**config.mk**
```make
export PLATFORM = sky130hd
export DESIGN_NAME = word_serializer
export DESIGN_NICKNAME = d
export VERILOG_FILES = /design/src/rtl/word_serializer_pkg.sv /design/src/rtl/word_serializer.sv
export SDC_FILE = /design/constraint.sdc
export NUM_CORES = 1
export LEC_CHECK = 0
export CAP_MARGIN = 20
export CORE_MARGIN = 1.5
export CORE_UTILIZATION = 45
export CTS_CLUSTER_SIZE = 30
export DETAILED_ROUTE_END_ITERATION = 12
export MAX_ROUTING_LAYER = met4
export PLACE_DENSITY = 0.7
export SYNTH_ARGS = -nofsm -noshare
export SYNTH_HDL_FRONTEND = slang
export SYNTH_SLANG_ARGS = --single-unit
```
**constraint.sdc**
```tcl
create_clock -name t_clk -period 3.4 [get_ports t_clk]
set_input_delay 0.51 -clock t_clk [delete_from_list [all_inputs] [get_ports t_clk]]
set_output_delay 0.51 -clock t_clk [all_outputs]
set_load 0.01 [all_outputs]
```
**src/rtl/word_serializer_pkg.sv**
```systemverilog
// Shared definitions for the word serializer: FSM encoding and default word width.
// The encoding values match the downstream deserializer's view of the stream.
package word_serializer_pkg;

  localparam int W_DEFAULT = 8;

  typedef enum logic [1:0] {
    ST_IDLE  = 2'd0,
    ST_CLR   = 2'd1,
    ST_SHIFT = 2'd2
  } state_t;

endpackage

```
**src/rtl/word_serializer.sv**
```systemverilog
// Parallel-to-serial feeder for the bit-serial two's-complement stage: LSB first, with a
// one-cycle downstream clear (ser_r) ahead of every word.
//
// state    | meaning
// ---------+-----------------------------------------------------------
// ST_IDLE  | no word in flight; ser_r held high, ready to accept
// ST_CLR   | one-cycle clear of the downstream stage before bit 0
// ST_SHIFT | emitting bits 0..W-1; may accept the next word on bit W-1
module word_serializer
  import word_serializer_pkg::*;
#(
  parameter int W = W_DEFAULT
) (
  input  logic         t_clk,
  input  logic         r,
  input  logic [W-1:0] din,
  input  logic         din_valid,
  output logic         din_ready,
  output logic         ser_i,
  output logic         ser_r,
  output logic         ser_valid,
  output logic         ser_last,
  output logic         busy
);

  localparam int CW = $clog2(W);
  localparam logic [CW-1:0] CNT_LAST = CW'(W - 1);

  state_t         state, state_nxt;
  logic [CW-1:0]  cnt, cnt_nxt;
  logic [W-1:0]   shreg, shreg_nxt;
  logic           ser_i_d, ser_r_d, ser_valid_d, ser_last_d;
  logic           on_last;
  logic           accept;

  assign on_last   = (state == ST_SHIFT) && (cnt == CNT_LAST);
  assign din_ready = ((state == ST_IDLE) || on_last) && !r;
  assign accept    = din_valid && din_ready;
  assign busy      = (state != ST_IDLE);

  always_ff @(posedge t_clk) begin
    if (r) begin
      state     <= ST_IDLE;
      cnt       <= '0;
      shreg     <= '0;
      ser_i     <= 1'b0;
      ser_r     <= 1'b1;
      ser_valid <= 1'b0;
      ser_last  <= 1'b0;
    end else begin
      state     <= state_nxt;
      cnt       <= cnt_nxt;
      shreg     <= shreg_nxt;
      ser_i     <= ser_i_d;
      ser_r     <= ser_r_d;
      ser_valid <= ser_valid_d;
      ser_last  <= ser_last_d;
    end
  end

  always_comb begin
    state_nxt = state;
    cnt_nxt   = cnt;
    shreg_nxt = shreg;
    case (state)
      ST_IDLE: begin
        if (accept) begin
          shreg_nxt = din;
          state_nxt = ST_CLR;
        end
      end
      ST_CLR: begin
        cnt_nxt   = '0;
        state_nxt = ST_SHIFT;
      end
      ST_SHIFT: begin
        shreg_nxt = shreg >> 1;
        if (cnt == CNT_LAST) begin
          // cnt is left at W-1 here; only the clear cycle rewinds it
          if (accept) begin
            shreg_nxt = din;
            state_nxt = ST_CLR;
          end else begin
            state_nxt = ST_IDLE;
          end
        end else begin
          cnt_nxt = cnt + CW'(1);
        end
      end
      default: state_nxt = ST_IDLE;
    endcase
  end

  // Outputs are decoded from the next state so they register in step with it
  always_comb begin
    ser_i_d     = 1'b0;
    ser_r_d     = 1'b1;
    ser_valid_d = 1'b0;
    ser_last_d  = 1'b0;
    if (state_nxt == ST_SHIFT) begin
      ser_i_d     = shreg_nxt[0];
      ser_r_d     = 1'b0;
      ser_valid_d = 1'b1;
      ser_last_d  = (cnt_nxt == CNT_LAST);
    end
  end

endmodule

```
==> impl_metrics.json <==
{
  "vias_per_cell": 5.52,
  "finalCritPeriodShare_pct": 74.8,
  "htree_levels": 1,
  "fin_cells": 153,
  "fin_crit_ns": 2.54,
  "avgRoutedWirePerCell_um": 12.6,
  "clock-root-buffer": "clkbuf_4",
  "setup_violations": 0,
  "drt_iter0_drc": 23,
  "drc_errors": 0,
  "synthMuxAreaShare_pct": 2.43,
  "finalWirelength_um": 1940,
  "initial_utilization_pct": 47.3,
  "clkPwrFrac_pct": 24.7,
  "grt_usage_pct": 18.6,
  "fin_nets": 143,
  "port_buffers": 16,
  "hp-class": "flop to flop",
  "hold_viol_final": 0,
  "synthTopCellsByArea": "dfxtp_1 (37%), nor2_1 (7.7%), ha_1 (6.7%)",
  "synth-xor-area-share_pct": 0,
  "tritoncts": "yes",
  "skew_ns": 0.0125,
  "post_cts_buffers": 0,
  "grt_max_degree": 15,
  "ir_drop_uv": 315,
  "cp_max_fo": 14,
  "synth_cell_type_count": 30,
  "power.switching_w": 0.000136,
  "status": "complete, no violations",
  "synth_fp_nets": 124,
  "placed_area_sq_um": 1120,
  "dp_slack_ns": 0.930,
  "cap_violations": 0,
  "die_area_sq_um": 2340,
  "critPathCaptureType": "output port",
  "drt_pass1_iterations": 4,
  "die_y_um": 48.4,
  "final_area_sq_um": 1140,
  "synthSimpleGateAreaFrac_pct": 23.2,
  "vias": 844,
  "routabilityCongestion": 0.796,
  "syn_to_final_growth_pct": 23.3,
  "grt_overflow": 0,
  "cp_top_family": "buffers and inverters",
  "fin_setup_tns_ns": 0,
  "required_ns": 2.89,
  "io_pins": 17,
  "die_w_um": 48.4,
  "p_leak_nw": 0.450,
  "ys_seq_elements": 17,
  "grt_pass1_vias": 790,
  "cpPeakStageDelay_ns": 0.54,
  "cts_buffers": 3,
  "synth_compound_area_share_pct": 25.2,
  "clk_path_buf_depth": 2,
  "synth_top_area_cell": "dfxtp_1",
  "slew_violations": 0,
  "startpoint_type": "flop",
  "crit_slowest_cell": "clkdlybuf4s50_1",
  "p_per_area_nw_per_um2": 391,
  "coreArea_sq_um": 1960,
  "cp_data_arrival_time_ns": 2.03,
  "ctsResizeCount": 0,
  "cts.clk_slew.worst_paths_ns": 0.11,
  "antenna_found_initial": 0,
  "cp.buffers_inverters": 2,
  "final_layout_size_suffix_gt1_share_pct": 9.52,
  "post-dp-hpwl_um": 1450,
  "power_w": 0.000448,
  "netSwitchingFraction_pct": 30.2,
  "synth_cells": 108,
  "n_antenna_cell": 0,
  "ctsHoldBuffers": 0,
  "power_frac_seq_pct": 49.6,
  "synthAdderAreaFrac_pct": 6.74,
  "rsz0062_at_grt": "no",
  "power_frac_comb_pct": 25.7,
  "max_freq_ghz": 0.393,
  "synth-seq-area-share_pct": 36.7,
  "syn_area_per_cell_sq_um": 8.60,
  "synth_top_family_by_area": "compound AO/OA/AOI/OAI gates",
  "yosysTopAreaCellShare_pct": 36.7,
  "p_int_w": 0.000313,
  "num_rows": 16,
  "place_inst": 149,
  "slew_headroom_pct": 68.5,
  "grt_pass1_wl_um": 3390,
  "insertion_delay_ns": 0.30,
  "synthesis.area_sq_um": 928,
  "yosys_warnings": 0,
  "ant_nets": 0,
  "setup_slack_ns": 0.855,
  "cts_sinks": 17,
  "tightest_slew_ns": 0.468,
  "crit_type": "flop to output port",
  "worstPathCellList": "inv_1, ha_1, a31oi_1, nor2_1, clkdlybuf4s50_1"
}
-- layer usage --
layer  part of all wire [%]  routed length (um)  track usage (%)  vias to the layer above
li1                       -                   -                -                      428
met1                     45                 865             22.8                      396
met2                     49                 954             29.6                       18
met3                    4.8                  92             4.94                        2
met4                    1.1                  22             7.14                        0
met5                      0                   0                -                        -
-- layout make-up --
| cell class | count | area, sq um |
|---|---|---|
| well taps | 27 | 33.8 |
| multi-input cells | 77 | 534 |
| flip-flops and latches | 17 | 340 |
| clock buffers | 3 | 22.5 |
| fillers | 200 | 817 |
| clock inverters | 1 | 5.00 |
| inverters | 11 | 41.3 |
| repair buffers | 17 | 168 |
-- stage by stage --
step                hold WS, ns  util [%]
CTS                       0.477      58.4
global placement          0.461      57.0
global route              0.496      58.4
floorplan                 0.440         -
detailed placement        0.462      57.0
finish                    0.474      58.4
-- placed cells by master (no fill, tap or decap), drive strengths merged, types with 4 or more instances in the layout --
cell type,count
o21ai,9
a21oi,4
inv,11
nand2,5
ha,5
nor2,19
clkdlybuf4s50,16
dfxtp,17
a2111oi,7
-- flip-flops by register name, indices dropped and copies added, names as in the netlist --
| name | count |
|---|---|
| ser_last | 1 |
| ser_r | 1 |
| cnt | 3 |
| state | 2 |
| shreg | 8 |
| ser_i | 1 |
| ser_valid | 1 |
-- final timing paths --
| check | cells past startpoint | end | slack (ns) | from |
|---|---|---|---|---|
| min | 2 | shreg[5] | 0.47 | shreg[6] |
| max | 5 | din_ready | 0.86 | state[0] |
| min reg2reg | 2 | shreg[5] | 0.47 | shreg[6] |
| max reg2reg | 6 | ser_last | 1.31 | state[0] |
-- power groups by stage --
stage	combinational (W)	sequential, W	clock, W
floorplan	0.0000747	0.000226	0
global placement	0.000113	0.000227	0
detailed placement	0.000114	0.000227	0
CTS	0.000115	0.000223	0.000114
global route	0.000127	0.000224	0.000124
finish	0.000115	0.000222	0.000111
-- worst register-to-register path, delay by kind of cell (launching register included) --
| kind | cells | cell delay [ns] |
|---|---|---|
| DFF | 1 | 0.40 |
| AOI/OAI and AO/OA | 2 | 0.75 |
| and+or+nand+nor | 2 | 0.40 |
| adders and majority gates | 1 | 0.36 |
| buffers and inverters | 1 | 0.10 |
-- kinds of logic after synthesis --
kind of cell / count (synthesis)
AO/OA/AOI/OAI: 29
flip-flops: 17
multiplexers: 2
adder cells (fa/ha/maj): 5
buffers and inverters: 14
AND/OR/NAND/NOR: 41
-- cell usage after synthesis --
cell and instances:
a2111oi_0 6, a2111oi_4 1, a21o_1 1, a21oi_1 4, a221oi_1 1, a221oi_2 1, a2bb2oi_2 1, a311o_1 1
a31oi_1 2, a32o_1 1, and3_1 3, buf_2 1, clkbuf_1 2, dfxtp_1 17, ha_1 5, inv_1 11
mux2_2 2, nand2_1 5, nand2b_4 1, nand3_1 2, nand3b_1 1, nand4b_1 2, nor2_1 19, nor2b_1 2
nor3_1 1, nor3b_1 3, o21ai_0 9, o32a_1 1, or2_1 1, or4_4 1
Power figures use the tool's default switching activity.
==> variant: new RTL, same flow settings <==
The package constant `W_DEFAULT` goes from 8 to 16.
--- a/src/rtl/word_serializer_pkg.sv
+++ b/src/rtl/word_serializer_pkg.sv
@@ -2,7 +2,7 @@
 // The encoding values match the downstream deserializer's view of the stream.
 package word_serializer_pkg;
 
-  localparam int W_DEFAULT = 8;
+  localparam int W_DEFAULT = 16;
 
   typedef enum logic [1:0] {
     ST_IDLE  = 2'd0,
Interface: changed (resized din); port bits go from 17 to 25. The function was not compared with the original's and may differ.
==> variant against the original RTL <==
- combinational power rose to 3.3 times the old value
- largest power group unchanged
- routed wire length up 83%
- maximum frequency down 7.1%
- count of clock-buffer cells in the layout unchanged
- worst setup slack worse by 0.19 ns
- sequential cell count up 9
- synthesized cell count up 75%
- power up 100%
- global-route usage up 0.98 points
- cell area up 59%
- synthesized area up 75%
- highest routed layer unchanged
==> variant: results (changes against the original RTL) <==
status: "complete, no violations"
grtUsageTotal: 0.1963  # +0.009828
via_count: 1397  # +66%
clock_tree.root_cell: "clkbuf_4"
htreeDepth: 1  # unchanged
top_regs: "shreg: 16 flops, cnt: 4 flops, state: 2 flops"
worstSetupEndpoint: "din_ready"
dp_hpwl_um: 2493  # +72%
async_flop_share: 0  # unchanged
synthTopCellsByCount: "dfxtp_1, a21oi_1, nand2_1, inv_1, o221a_1"
p_leak_nw: 0.6472  # +44%
clk_latency_ns: 0.32  # +0.02 ns
pg_comb_uw: 379  # +230%
yosysUniqueCellTypes: 48  # +60%
ys_warn_count: 0  # unchanged
wl_per_cell_um: 14.28  # +13%
clk_pin_slew_ns: 0.13  # +0.02 ns
r2r_cells: 5  # -1
reg2reg_from: "state[0]"
pwr-share-comb: 0.422  # +0.165
ys_seq_area_frac: 0.3198  # -0.04682
hold_path.class: "reg2reg"
r2r_setup_slack_ns: 1.39  # +0.08 ns
antenna_cells: 0  # unchanged
syn_nets: 213  # +72%
post-place-ws_ns: 0.8974  # -0.03270 ns
grt_pass1_wl_um: 6196  # +83%
firstDrtPassIters: 4  # unchanged
cts_buffers: 3  # unchanged
drt_iter0_markers: 66  # +190%
crit_start: "cnt[0]"
fin_worst_skew_ns: 0.003206  # -0.009262 ns
synth_area_leaders: "dfxtp_1, a21oi_1, o221a_1"
dpl_cell_area_um2: 1799  # +61%
fmax_mhz: 365.0  # -7.1%
nNetsFinal: 228  # +59%
pg_seq_uw: 388  # +75%
cts_setup_buffers: 0  # unchanged
grt_pass1_vias: 1332  # +69%
critical_path_arrival_ns: 2.23  # +0.20 ns
globalplace.congestion: 0.8808  # +11%
worstPathMaxFanout: 9  # -5
ir_drop_v: 0.0001860  # -41%
ctsResizeCount: 0  # unchanged
grt_max_degree: 16  # +1
drive_gt1_frac: 0.1485  # +0.05328
antenna_found_initial: 0  # unchanged
io_buffers: 24  # +8
relSlewSlack: 0.5468  # -0.1378
netSwitchingFraction: 0.3605  # +0.05810
fillers: 331  # +66%
clockBufferDepth: 2  # unchanged
r2r-end: "shreg[6]"
-- variant: stage by stage --
stage                 util  hold slack (ns)  cells
floorplan                -           0.4567    189
global placement    0.5267           0.4891    245
detailed placement  0.5267           0.4928    245
CTS                 0.5333           0.5247    248
global route        0.5333           0.5603    248
finish              0.5333           0.5191    248
-- variant: area by class of cell --
cell class,count,area (um^2),area share
clock buffers,3,22.52,0.01236
inverters,19,71.32,0.03915
multi-input cells,127,887.1,0.4869
flip-flops and latches,26,520.5,0.2857
well taps,46,57.56,0.03159
repair buffers,27,262.8,0.1442
-- variant: how the worst min path moves through the flow --
stage	from	endpoint	slack, ns	cells past startpoint
after CTS	shreg[15]	shreg[15]	0.52	2
after global placement	shreg[15]	shreg[15]	0.49	2
final	shreg[15]	shreg[15]	0.52	2
after floorplan	shreg[15]	shreg[15]	0.46	2
after detailed placement	shreg[15]	shreg[15]	0.49	2
after global routing	shreg[2]	shreg[1]	0.56	1
-- variant: critical path: stages, from the launching register on --
cell             delay [ns]
dfxtp_1                0.45
ha_1                   0.38
and3_4                 0.30
a21oi_1                0.10
nor2_1                 0.12
clkdlybuf4s50_1        0.56
-- variant: logic make-up (layout without fill, tap and decap cells) --
kind of cell | Yosys count | count (layout) | synth area share
flops | 26 | 26 | 0.3198
mux | 1 | 1 | 0.006149
fa+ha+maj | 5 | 5 | 0.03843
buf+inv | 36 | 49 | 0.1353
simple gates | 56 | 56 | 0.1975
compound gates | 65 | 65 | 0.3028
-- variant: routing by layer --
metal  vias up  routed length [um]  GRT usage
li1        697                   -          -
met1       678                1720     0.2408
met2        20                1696     0.3271
met3         2                 106    0.04643
met4         0                  18    0.04444
met5         -                   0          -
